$ cat config.mk
export PLATFORM = sky130hd
export DESIGN_NAME = sponge_tag_unit
export DESIGN_NICKNAME = d
export VERILOG_FILES = /design/src/rtl/sponge_tag_unit.sv
export SDC_FILE = /design/constraint.sdc
export NUM_CORES = 1
export LEC_CHECK = 0
export BUFFER_PORTS_ARGS = -buffer_cell sky130_fd_sc_hd__buf_2
export CAP_MARGIN = 15
export CORE_UTILIZATION = 35
export CTS_CLUSTER_SIZE = 24
export DETAILED_ROUTE_END_ITERATION = 8
export HOLD_SLACK_MARGIN = 0.03
export PLACE_DENSITY = 0.64
export REMOVE_ABC_BUFFERS = 1
export SETUP_SLACK_MARGIN = 0.2
export SYNTH_ARGS = -nofsm -noshare
export SYNTH_HDL_FRONTEND = slang
export SYNTH_SLANG_ARGS = --single-unit
$ cat constraint.sdc
create_clock -name clk_i -period 1.95 [get_ports clk_i]
set_input_delay 0.39 -clock clk_i [delete_from_list [all_inputs] [get_ports clk_i]]
set_output_delay 0.39 -clock clk_i [all_outputs]
set_load 0.03 [all_outputs]
$ cat src/rtl/sponge_tag_unit.sv
// sponge_tag_unit: drives the SpongeWrap tag phase, streams tag words out (wrap) or
// checks them in constant time (unwrap). Optional build macro: SPONGE_TAG_HIDE_EN.
module sponge_tag_unit #(
   parameter  int RATE       = 16,
   parameter  int TAG_SIZE   = 64,
   localparam int TAG_BLOCKS = TAG_SIZE / RATE,
   localparam int CNT_W      = $clog2(TAG_BLOCKS + 1)
) (
   input  logic             clk_i,
   input  logic             reset_i,
   input  logic             start_i,
   input  logic             unwrap_i,
   input  logic [RATE-1:0]  exp_data_i,
   output logic [CNT_W-1:0] exp_index_o,
   output logic             sw_start_continue_o,
   input  logic             sw_busy_i,
   input  logic [RATE-1:0]  sw_data_out_i,
   input  logic             sw_data_out_ready_i,
   output logic [RATE-1:0]  tag_out_o,
   output logic             tag_out_valid_o,
   output logic             busy_o,
   output logic             done_o,
   output logic             tag_ok_o,
   output logic             error_o
);

   // IDLE wait start | ISSUE fetch word | LAUNCH engine TAG cycle | WAIT permutation | DONE verdict
   typedef enum logic [2:0] {S_IDLE, S_ISSUE, S_LAUNCH, S_WAIT, S_DONE} state_t;

   state_t           state_q, state_d;
   logic             unwrap_q, mismatch_q, error_q, tag_ok_q, tag_valid_q;
   logic [CNT_W-1:0] cnt_q;
   logic [RATE-1:0]  tag_q;
   logic             accept, fire, more, hide_word;

   assign accept = (state_q == S_IDLE) && start_i;
   assign fire   = (state_q == S_ISSUE) && !sw_busy_i;
   assign more   = cnt_q < CNT_W'(TAG_BLOCKS);

`ifdef SPONGE_TAG_HIDE_EN
   assign hide_word = unwrap_q;
`else
   assign hide_word = 1'b0;
`endif

   always_ff @(posedge clk_i or posedge reset_i) begin
      if (reset_i) state_q <= S_IDLE;
      else         state_q <= state_d;
   end

   always_comb begin
      state_d = state_q;
      case (state_q)
         S_IDLE:   if (start_i) state_d = S_ISSUE;
         S_ISSUE:  if (!sw_busy_i) state_d = sw_data_out_ready_i ? S_LAUNCH : S_DONE;
         S_LAUNCH: state_d = S_WAIT;
         S_WAIT:   if (!sw_busy_i) state_d = more ? S_ISSUE : S_DONE;
         S_DONE:   state_d = S_IDLE;
         default:  state_d = S_IDLE;
      endcase
   end

   always_comb begin
      sw_start_continue_o = fire;
      busy_o              = (state_q != S_IDLE);
      done_o              = (state_q == S_DONE);
   end

   // Every word is fetched and compared regardless of earlier mismatches.
   always_ff @(posedge clk_i or posedge reset_i) begin
      if (reset_i) begin
         unwrap_q    <= 1'b0;
         mismatch_q  <= 1'b0;
         error_q     <= 1'b0;
         tag_ok_q    <= 1'b0;
         tag_valid_q <= 1'b0;
         cnt_q       <= '0;
         tag_q       <= '0;
      end else begin
         tag_valid_q <= 1'b0;
         if (accept) begin
            unwrap_q   <= unwrap_i;
            mismatch_q <= 1'b0;
            error_q    <= 1'b0;
            tag_ok_q   <= 1'b0;
            cnt_q      <= '0;
`ifdef SPONGE_TAG_HIDE_EN
            if (unwrap_i) tag_q <= '0;
`endif
         end
         if (fire) begin
            if (sw_data_out_ready_i) begin
               cnt_q      <= cnt_q + CNT_W'(1);
               mismatch_q <= mismatch_q | (unwrap_q & (sw_data_out_i != exp_data_i));
               if (!hide_word) begin
                  tag_q       <= sw_data_out_i;
                  tag_valid_q <= 1'b1;
               end
            end else begin
               error_q <= 1'b1;
            end
         end
         if ((state_q == S_WAIT) && !sw_busy_i && !more)
            tag_ok_q <= unwrap_q & ~mismatch_q & ~error_q;
      end
   end

   assign exp_index_o     = cnt_q;
   assign tag_out_o       = tag_q;
   assign tag_out_valid_o = tag_valid_q;
   assign tag_ok_o        = tag_ok_q;
   assign error_o         = error_q;

endmodule

==> results of run 1 <==
cells in the mapped netlist:
master,number
inv_1,4
mux2_2,1
nand4_1,1
nand2b_1,1
nand2_1,54
dfrtp_1,27
nand3_1,3
xor2_1,16
inv_2,1
nand2_2,1
nor4_1,4
nor3_1,5
nor4b_4,1
buf_2,2
a21oi_1,3
o21ai_0,1
nor2_1,3
ha_1,1
a22o_1,1
a32o_1,1
or3b_2,1
buf_6,3
mux2i_1,2
nor3b_1,1
power by group:
group	switching [mW]	internal (mW)	total, mW
logic	0.751	0.360	1.11
clock network	0.164	0.143	0.307
registers	0.171	0.792	0.963
total	1.09	1.30	2.38
state kept, by name, summed over array words and instances, names as in the netlist:
| signal | flops |
|---|---|
| exp_index_o | 3 |
| error_o | 1 |
| mismatch_q | 1 |
| state_q | 3 |
| unwrap_q | 1 |
| tag_ok_o | 1 |
| tag_out_o | 16 |
| tag_out_valid_o | 1 |
layer usage:
| layer | GRT usage (%) | wire, microns |
|---|---|---|
| met4 | 2.616 | 12 |
| met5 | 0 | 0 |
| met2 | 23.12 | 1201 |
| met3 | 3.467 | 197 |
| met1 | 20.86 | 1316 |
cells by family after synthesis:
kind of cell    after synthesis  share of synthesized area [%]
simple gates                 75                          26.01
flops                        27                          52.02
xor+xnor                     16                          10.79
buf+inv                      10                          4.816
compound gates                6                          2.986
mux                           3                          2.408
fa+ha+maj                     1                         0.9632
tightest hold or removal path: stages:
cell   delay [ps]
buf_2          90
inv_1          40
buf_4         320
worst max-delay path by stage:
stage                          start  slack [ps]                  end
finish                    state_q[1]         290  sw_start_continue_o
global route              state_q[1]         220  sw_start_continue_o
CTS                       state_q[1]         210  sw_start_continue_o
detailed placement  sw_data_out_i[1]         360           mismatch_q
global placement    sw_data_out_i[1]         320           mismatch_q
floorplan                 state_q[1]        -130       exp_index_o[2]
final cells by class:
| type | instances | area, sq um | area share (%) |
|---|---|---|---|
| flip-flops and latches | 27 | 678.2 | 40.15 |
| clock buffers | 3 | 41.29 | 2.444 |
| clock inverters | 1 | 5.005 | 0.2963 |
| well taps | 46 | 57.56 | 3.407 |
| repair buffers | 64 | 327.8 | 19.41 |
| inverters | 5 | 18.77 | 1.111 |
| multi-input cells | 101 | 560.5 | 33.19 |
==> summary.md, run 1 <==
| Metric | Value |
|---|---|
| I/O Buffers | `62` |
| Startpoint Class | `flip-flop` |
| Final Util | `roughly half` |
| Synthesized area | `~0.0013 sq mm` |
| First drt pass iteration count | `4` |
| Worst VDD drop | `just under 0.0007 V` |
| Post-Layout Inst Area | `roughly 0.0017 sq mm` |
| Most frequent cells in the layout | `buf_2, nand2_1, dfrtp_1` |
| Placed cells | `243` |
| Hold buffers post-CTS | `0` |
| Synth-to-Final Area Change | `30.06%` |
| Pwr Total | `about 2.4 mW` |
| Initial Utilization | `about 38%` |
| Routed vias/inst | `approximately 4.6` |
| Worst path depth | `2` |
| Num ports | `63` |
| Setup Crit Path Kind | `reg2out` |
| Number of cell rows | `21` |
| Hold Vio Cnt, Final | `0` |
| Post-synthesis average cell area | `between 9 and 10 sq um` |
| Cell Chain, Critical Path | `nor4b_4, buf_4` |
| Fin crit period | `roughly 1700 ps` |
| Critical path's largest stage delay | `~500 ps` |
| Antenna cell count | `0` |
| Die extent in y | `62.92 microns` |
| Synth cell types | `24` |
| CTS root buf | `clkbuf_8` |
| Bufs and invs on worst path | `1` |
| WP data arrival | `1270 ps` |
| Nets | `~240` |
| Placed inst area | `about 0.0016 sq mm` |
| Slowest CP cell | `dfrtp_2` |
| TNS Setup | `0 ps` |
| Final setup violating endpoints | `0` |
| Core Box Area | `around 0.0034 sq mm` |
| Biggest area consumer among synthesized cells | `dfrtp_1` |
| Static Leak | `about 0.95 nW` |
| Final cell count without fillers | `~250` |
| Post-CTS Setup Bufs | `0` |
| Ys Warns | `0` |
| CP Capture Type | `primary output` |
| Final-layout fill cell count | `around 350` |
| DP Worst Slack | `360.6 ps` |
| H-tree levels | `1` |
| Rel. slew slack | `around 76%` |
| Cell count after synthesis | `about 140` |
| Initial DRC count | `53` |
| Worst skew pair latency | `between 200 and 300 ps` |
| Chip width | `62.92 microns` |
| Via count | `between 1000 and 1500` |
| Share of layout cells above drive strength 1 | `roughly 37%` |
| Reg-to-Reg Start | `state_q[1]` |
| Clk sink count | `27` |
| Slew @ Worst Pin | `about 360 ps` |
| Die ar. | `a little under 0.004 sq mm` |
| RSZ-0062 raised after global routing | `no` |
| Worst hold path class | `in2async` |
| Worst EP required | `around 1600 ps` |
| Fmax achieved | `between 600 and 700 MHz` |
| Worst r2r path cells | `5` |
| Inserted Clock Buffers | `3` |
| Resize count post-CTS | `0` |
| First-pass GRT wire length | `around 4700 microns` |
| GRT Overall Usage | `14.78%` |
| Final wirelength | `about 2700 microns` |
| Crit path max-delay family | `flip-flops` |
| Max-cap viol count | `0` |
| Most common cell after layout, fill and taps aside | `buf_2` |
| Synth top area cells | `dfrtp_1, nand2_1, xor2_1` |
| Overflow after GRT | `0` |
| Initial antenna violation count | `0` |
| CTS tree | `built` |
| Yosys top cell area share | `52.02%` |
| Post-synthesis register bit count | `27` |
| Layout Skew | `4.494 ps` |
| Register area share after synthesis | `between 50% and 60%` |
| Routability Congestion | `between 0.7 and 0.8` |
| Max Root-Sink Buffers | `2` |
| Outcome | `finished clean` |
| Final Max Slew Viols | `0` |
| Crit-path max FO | `10` |
| Hold_ws | `roughly 160 ps` |
| Maximum number of pins on one net before global-route repair | `28` |
| WL/cell | `around 11 microns` |
| DRC | `0` |
| Number of global-route vias before repair | `about 1000` |
| Tcrit/Tclk final | `between 80 and 90%` |
| PD cells | `~1400 mW/mm^2` |
| Worst-path clk slew | `roughly 90 ps` |
| PnR worst setup slack | `approximately 290 ps` |
| Flop-to-flop setup slack | `roughly 400 ps` |
| R2r endpoint | `exp_index_o[2]` |
| Post-route antenna net violation count | `0` |
| Dpl hpwl | `around 2100 microns` |
No activity file was read; power rests on OpenSTA's default activity.
==> run 2: changes to the inputs <==
CORE_ASPECT_RATIO = 0.7   (was not set)
==> summary.md, run 2 (same netlist as run 1, synthesis figures left out) <==
| Metric | Value |
|---|---|
| GRT Overall Usage | `15.24% (was 14.78%)` |
| Routed vias/inst | `4.462 (was 4.551)` |
| Outcome | `finished clean (unchanged)` |
| Crit-path max FO | `9 (was 10)` |
| Fin crit period | `1672 ps (was 1665 ps)` |
| Flop-to-flop setup slack | `420 ps (was 410 ps)` |
| Bufs and invs on worst path | `3 (was 1)` |
| Via count | `1129 (was 1124)` |
| Final cell count without fillers | `253 (was 247)` |
| Final Max Slew Viols | `0 (unchanged)` |
| Number of global-route vias before repair | `971 (was 1045)` |
| Die extent in y | `52.97 microns (was 62.92 microns)` |
| Fmax achieved | `598.0 MHz (was 600.8 MHz)` |
| Tcrit/Tclk final | `85.76% (was 85.36%)` |
| Routability Congestion | `0.6914 (was 0.7667)` |
| Chip width | `74.81 microns (was 62.92 microns)` |
| Placed cells | `249 (was 243)` |
| Worst VDD drop | `0.0005654 V (was 0.0006838 V)` |
| Startpoint Class | `flip-flop (unchanged)` |
| DRC | `0 (unchanged)` |
| Final Util | `48.41% (was 49.07%)` |
| Num ports | `63 (unchanged)` |
| I/O Buffers | `62 (unchanged)` |
| Clk sink count | `27 (unchanged)` |
| Inserted Clock Buffers | `3 (unchanged)` |
| Nets | `243 (was 241)` |
| Initial antenna violation count | `0 (unchanged)` |
| Rel. slew slack | `70.99% (was 75.52%)` |
| Max-cap viol count | `0 (unchanged)` |
| Synth-to-Final Area Change | `31.79% (was 30.06%)` |
| RSZ-0062 raised after global routing | `no (unchanged)` |
| Dpl hpwl | `2109 microns (was 2071 microns)` |
| Setup Crit Path Kind | `reg2out (unchanged)` |
| Initial Utilization | `36.73% (was 37.73%)` |
| Maximum number of pins on one net before global-route repair | `28 (unchanged)` |
| CTS root buf | `clkbuf_8 (unchanged)` |
| Slowest CP cell | `dfrtp_1 (was dfrtp_2)` |
| Initial DRC count | `60 (was 53)` |
| Final wirelength | `2792 microns (was 2728 microns)` |
| Hold Vio Cnt, Final | `0 (unchanged)` |
| Final setup violating endpoints | `0 (unchanged)` |
| Die ar. | `0.003962 sq mm (was 0.003958 sq mm)` |
| Critical path's largest stage delay | `420 ps (was 490 ps)` |
| Worst skew pair latency | `260 ps (about the same)` |
| Share of layout cells above drive strength 1 | `37.44% (was 37.31%)` |
| WP data arrival | `1280 ps (was 1270 ps)` |
| Worst hold path class | `in2async (unchanged)` |
| Layout Skew | `3.295 ps (was 4.494 ps)` |
| Core Box Area | `0.003536 sq mm (was 0.003442 sq mm)` |
| Max Root-Sink Buffers | `2 (unchanged)` |
| Most common cell after layout, fill and taps aside | `buf_2 (unchanged)` |
| First drt pass iteration count | `4 (unchanged)` |
| Post-CTS Setup Bufs | `0 (unchanged)` |
| Most frequent cells in the layout | `buf_2, nand2_1, dfrtp_1 (unchanged)` |
| Static Leak | `0.9653 nW (was 0.9538 nW)` |
| CP Capture Type | `primary output (unchanged)` |
| Cell Chain, Critical Path | `buf_4, nor3_2, inv_1, buf_2 (was nor4b_4, buf_4)` |
| WL/cell | `11.04 microns (about the same)` |
| Crit path max-delay family | `flip-flops (unchanged)` |
| Overflow after GRT | `0 (unchanged)` |
| Antenna cell count | `0 (unchanged)` |
| Worst EP required | `1560 ps (about the same)` |
| Post-route antenna net violation count | `0 (unchanged)` |
| Slew @ Worst Pin | `431.1 ps (was 363.9 ps)` |
| Number of cell rows | `18 (was 21)` |
| Max FFs per register | `16 (unchanged)` |
| H-tree levels | `1 (unchanged)` |
| Worst-path clk slew | `80 ps (was 90 ps)` |
| CTS tree | `built (unchanged)` |
| PD cells | `1408 mW/mm^2 (was 1410 mW/mm^2)` |
| First-pass GRT wire length | `4402 microns (was 4692 microns)` |
run 2: per-stage QoR:
stage	setup TNS [ps]	power (mW)	cell area [sq um]	worst slack (ps)	hold slack, ps
after CTS	0	2.435	1703	208.3	170.3
after global routing	0	2.599	1712	171.0	193.0
after global placement	0	2.100	1658	230.8	456.5
after detailed placement	0	2.113	1658	303.5	457.6
after floorplan	-198.5	1.720	1255	-134.8	442.7
final	0	2.410	1712	277.7	170.4
run 2: per-layer routing:
layer / GRT usage [%] / part of all wire [%] / vias up
met5: 0 / 0 / -
met4: 2.830 / 0.25 / 0
li1: - / - / 576
met2: 24.17 / 44 / 37
met1: 20.55 / 49 / 514
met3: 4.762 / 6.1 / 2
run 2: final timing paths:
path                            endpoint        startpoint  depth (start not counted)
min                        tag_out_o[13]           reset_i                          3
min in group clk_i          tag_out_o[1]  sw_data_out_i[1]                          3
max reg2reg                 tag_out_o[5]        state_q[2]                          6
max in group asynchronous     state_q[2]           reset_i                          3
min reg2reg                 tag_out_o[4]      tag_out_o[4]                          2
max                               busy_o        state_q[1]                          4
run 2: area by class of cell:
cell class              count  area (sq um)
repair buffers             66         342.8
fillers                   373          1824
flip-flops and latches     27         676.9
inverters                   5         18.77
well taps                  50         62.56
multi-input cells         101         565.5
clock buffers               4         45.04
run 2: what timing repair did:
action                     in CTS  in global routing
hold buffers                    0                  0
setup endpoints to repair       0                  2
gates resized for setup         0                  4
run 2: report_power, final:
group | total, mW | internal, mW | switching (mW)
clock | 0.300 | 0.146 | 0.154
sequential | 0.947 | 0.790 | 0.157
combinational | 1.16 | 0.381 | 0.782
total | 2.41 | 1.32 | 1.09
run 2: worst reg2reg max path, delay by kind of cell (launching register included):
family / cells / cell delay [ps]
AND/OR/NAND/NOR: 4 / 590
flip-flops: 1 / 470
buffers and inverters: 2 / 420
==> run 3: changes to the inputs <==
BUFFER_PORTS_ARGS = -buffer_cell sky130_fd_sc_hd__buf_4   (was -buffer_cell sky130_fd_sc_hd__buf_2)
CELL_PAD_IN_SITES_DETAIL_PLACEMENT = 1   (was not set)
CELL_PAD_IN_SITES_GLOBAL_PLACEMENT = 2   (was not set)
CORE_UTILIZATION = 27   (was 35)
PLACE_DENSITY = 0.84   (was 0.64)
clock period = 2.15 ns   (was 1.95 ns; I/O delays follow)
==> summary.md, run 3 (same netlist as run 1, synthesis figures left out) <==
| Metric | Value |
|---|---|
| Outcome | `finished, violations left (was finished clean)` |
| Failing checks | `DRC` |
| Worst-path clk slew | `100 ps (was 80 ps)` |
| Flop-to-flop setup slack | `540 ps (was 420 ps)` |
| Layout Skew | `8.380 ps (was 3.295 ps)` |
| Hold Vio Cnt, Final | `0 (unchanged)` |
| Number of global-route vias before repair | `1196 (was 971)` |
| Resize count post-CTS | `0 (unchanged)` |
| Cell Chain, Critical Path | `nor4b_4, buf_4 (was buf_4, nor3_2, inv_1, buf_2)` |
| Antenna cell count | `0 (unchanged)` |
| GRT Overall Usage | `14.86% (was 15.24%)` |
| CP Capture Type | `primary output (unchanged)` |
| Via count | `1168 (was 1129)` |
| Worst r2r path cells | `6 (unchanged)` |
| First-pass GRT wire length | `5740 microns (was 4402 microns)` |
| Die ar. | `0.005096 sq mm (was 0.003962 sq mm)` |
| Inserted Clock Buffers | `3 (unchanged)` |
| Max-cap viol count | `0 (unchanged)` |
| Worst skew pair latency | `270 ps (was 260 ps)` |
| Chip width | `84.90 microns (was 74.81 microns)` |
| Post-CTS Setup Bufs | `0 (unchanged)` |
| Final Max Slew Viols | `0 (unchanged)` |
| Bufs and invs on worst path | `1 (was 3)` |
| Final-layout fill cell count | `536 (was 373)` |
| PD cells | `1261 mW/mm^2 (was 1408 mW/mm^2)` |
| Slowest CP cell | `dfrtp_1 (unchanged)` |
| Routability Congestion | `0.7935 (was 0.6914)` |
| Nets | `242 (was 243)` |
| I/O Buffers | `62 (unchanged)` |
| Crit-path max FO | `10 (was 9)` |
| Initial antenna violation count | `0 (unchanged)` |
| Final wirelength | `3640 microns (was 2792 microns)` |
| CTS tree | `built (unchanged)` |
| Worst VDD drop | `0.0005189 V (was 0.0005654 V)` |
| Static Leak | `1.002 nW (was 0.9653 nW)` |
| Tcrit/Tclk final | `82.60%` |
| DRC | `6 (was 0)` |
| WL/cell | `14.16 microns (was 11.04 microns)` |
| Worst EP required | `1720 ps (was 1560 ps)` |
| Initial Utilization | `28.99% (was 36.73%)` |
| Hold buffers post-CTS | `0 (unchanged)` |
| Fmax achieved | `between 500 and 600 MHz` |
| Post-route antenna net violation count | `0 (unchanged)` |
| Number of cell rows | `20 (was 18)` |
| First drt pass iteration count | `6 (was 4)` |
| Dpl hpwl | `2932 microns (was 2109 microns)` |
| Core Box Area | `0.004479 sq mm (was 0.003536 sq mm)` |
| Setup Crit Path Kind | `reg2out (unchanged)` |
| Routed vias/inst | `4.545 (was 4.462)` |
| Share of layout cells above drive strength 1 | `36.14% (was 37.44%)` |
| Final setup violating endpoints | `0 (unchanged)` |
| Worst hold path class | `in2async (unchanged)` |
| WP data arrival | `1350 ps (was 1280 ps)` |
| Fin crit period | `around 1800 ps` |
| TNS Setup | `0 ps (unchanged)` |
| Max Root-Sink Buffers | `2 (unchanged)` |
| Rel. slew slack | `64.87% (was 70.99%)` |
| Slew @ Worst Pin | `522.2 ps (was 431.1 ps)` |
| Critical path's largest stage delay | `510 ps (was 420 ps)` |
| R2r endpoint | `tag_out_o[4] (was tag_out_o[5])` |
| Crit path max-delay family | `flip-flops (unchanged)` |
| PnR worst setup slack | `374.0 ps (was 277.7 ps)` |
| Most frequent cells in the layout | `buf_4, nand2_1, dfrtp_1 (was buf_2, nand2_1, dfrtp_1)` |
| Max FFs per register | `16 (unchanged)` |
| Final Util | `41.45% (was 48.41%)` |
| Overflow after GRT | `0 (unchanged)` |
| Clk sink count | `27 (unchanged)` |
| Synth-to-Final Area Change | `42.97% (was 31.79%)` |
| CTS root buf | `clkbuf_8 (unchanged)` |
| H-tree levels | `1 (unchanged)` |
| Maximum number of pins on one net before global-route repair | `20 (was 28)` |
| RSZ-0062 raised after global routing | `no (unchanged)` |
| Startpoint Class | `flip-flop (unchanged)` |
| Num ports | `63 (unchanged)` |
| Reg-to-Reg Start | `state_q[1] (was state_q[2])` |
| Die extent in y | `60.03 microns (was 52.97 microns)` |
| Most common cell after layout, fill and taps aside | `buf_4 (was buf_2)` |
| DP Worst Slack | `422.4 ps (was 303.5 ps)` |
| Initial DRC count | `60 (unchanged)` |
run 3: per-stage QoR:
stage | cells | total power, mW | instance area (sq um) | hold WS (ps)
after floorplan | 133 | 1.560 | 1255 | 458.1
after global placement | 253 | 2.031 | 1812 | 458.2
after detailed placement | 253 | 2.081 | 1812 | 469.4
after CTS | 257 | 2.377 | 1857 | 211.8
after global routing | 257 | 2.498 | 1857 | 233.6
final | 257 | 2.341 | 1857 | 187.8
run 3: how the worst max path moves through the flow:
| stage | cells past startpoint | slack (ps) | to | start |
|---|---|---|---|---|
| after floorplan | 5 | 70 | exp_index_o[2] | state_q[1] |
| after global placement | 5 | 380 | mismatch_q | sw_data_out_i[5] |
| after detailed placement | 5 | 420 | mismatch_q | sw_data_out_i[5] |
| after CTS | 2 | 360 | sw_start_continue_o | state_q[1] |
| after global routing | 3 | 260 | busy_o | state_q[1] |
| final | 2 | 370 | sw_start_continue_o | state_q[1] |
run 3: per-layer routing:
metal  share of wire [%]  global-route usage (%)  vias up  wire, microns
li1                    -                       -      568              -
met1                  48                   20.02      553           1756
met2                  45                   25.09       45           1644
met3                 6.0                   3.729        2            220
met4                0.49                   2.179        0             18
met5                   0                       0        -              0
run 3: layout make-up:
cell class,count,area (sq um),area share (%)
timing repair buffer,65,488.0,26.28
sequential,27,675.6,36.39
clock buffer,4,45.04,2.426
inverter,5,18.77,1.011
multi-input combinational,101,560.5,30.19
tap,55,68.82,3.706
run 3: report_power, final:
part | switching, mW | internal (mW)
logic | 0.716 | 0.451
clock network | 0.157 | 0.133
registers | 0.169 | 0.715
total | 1.04 | 1.30
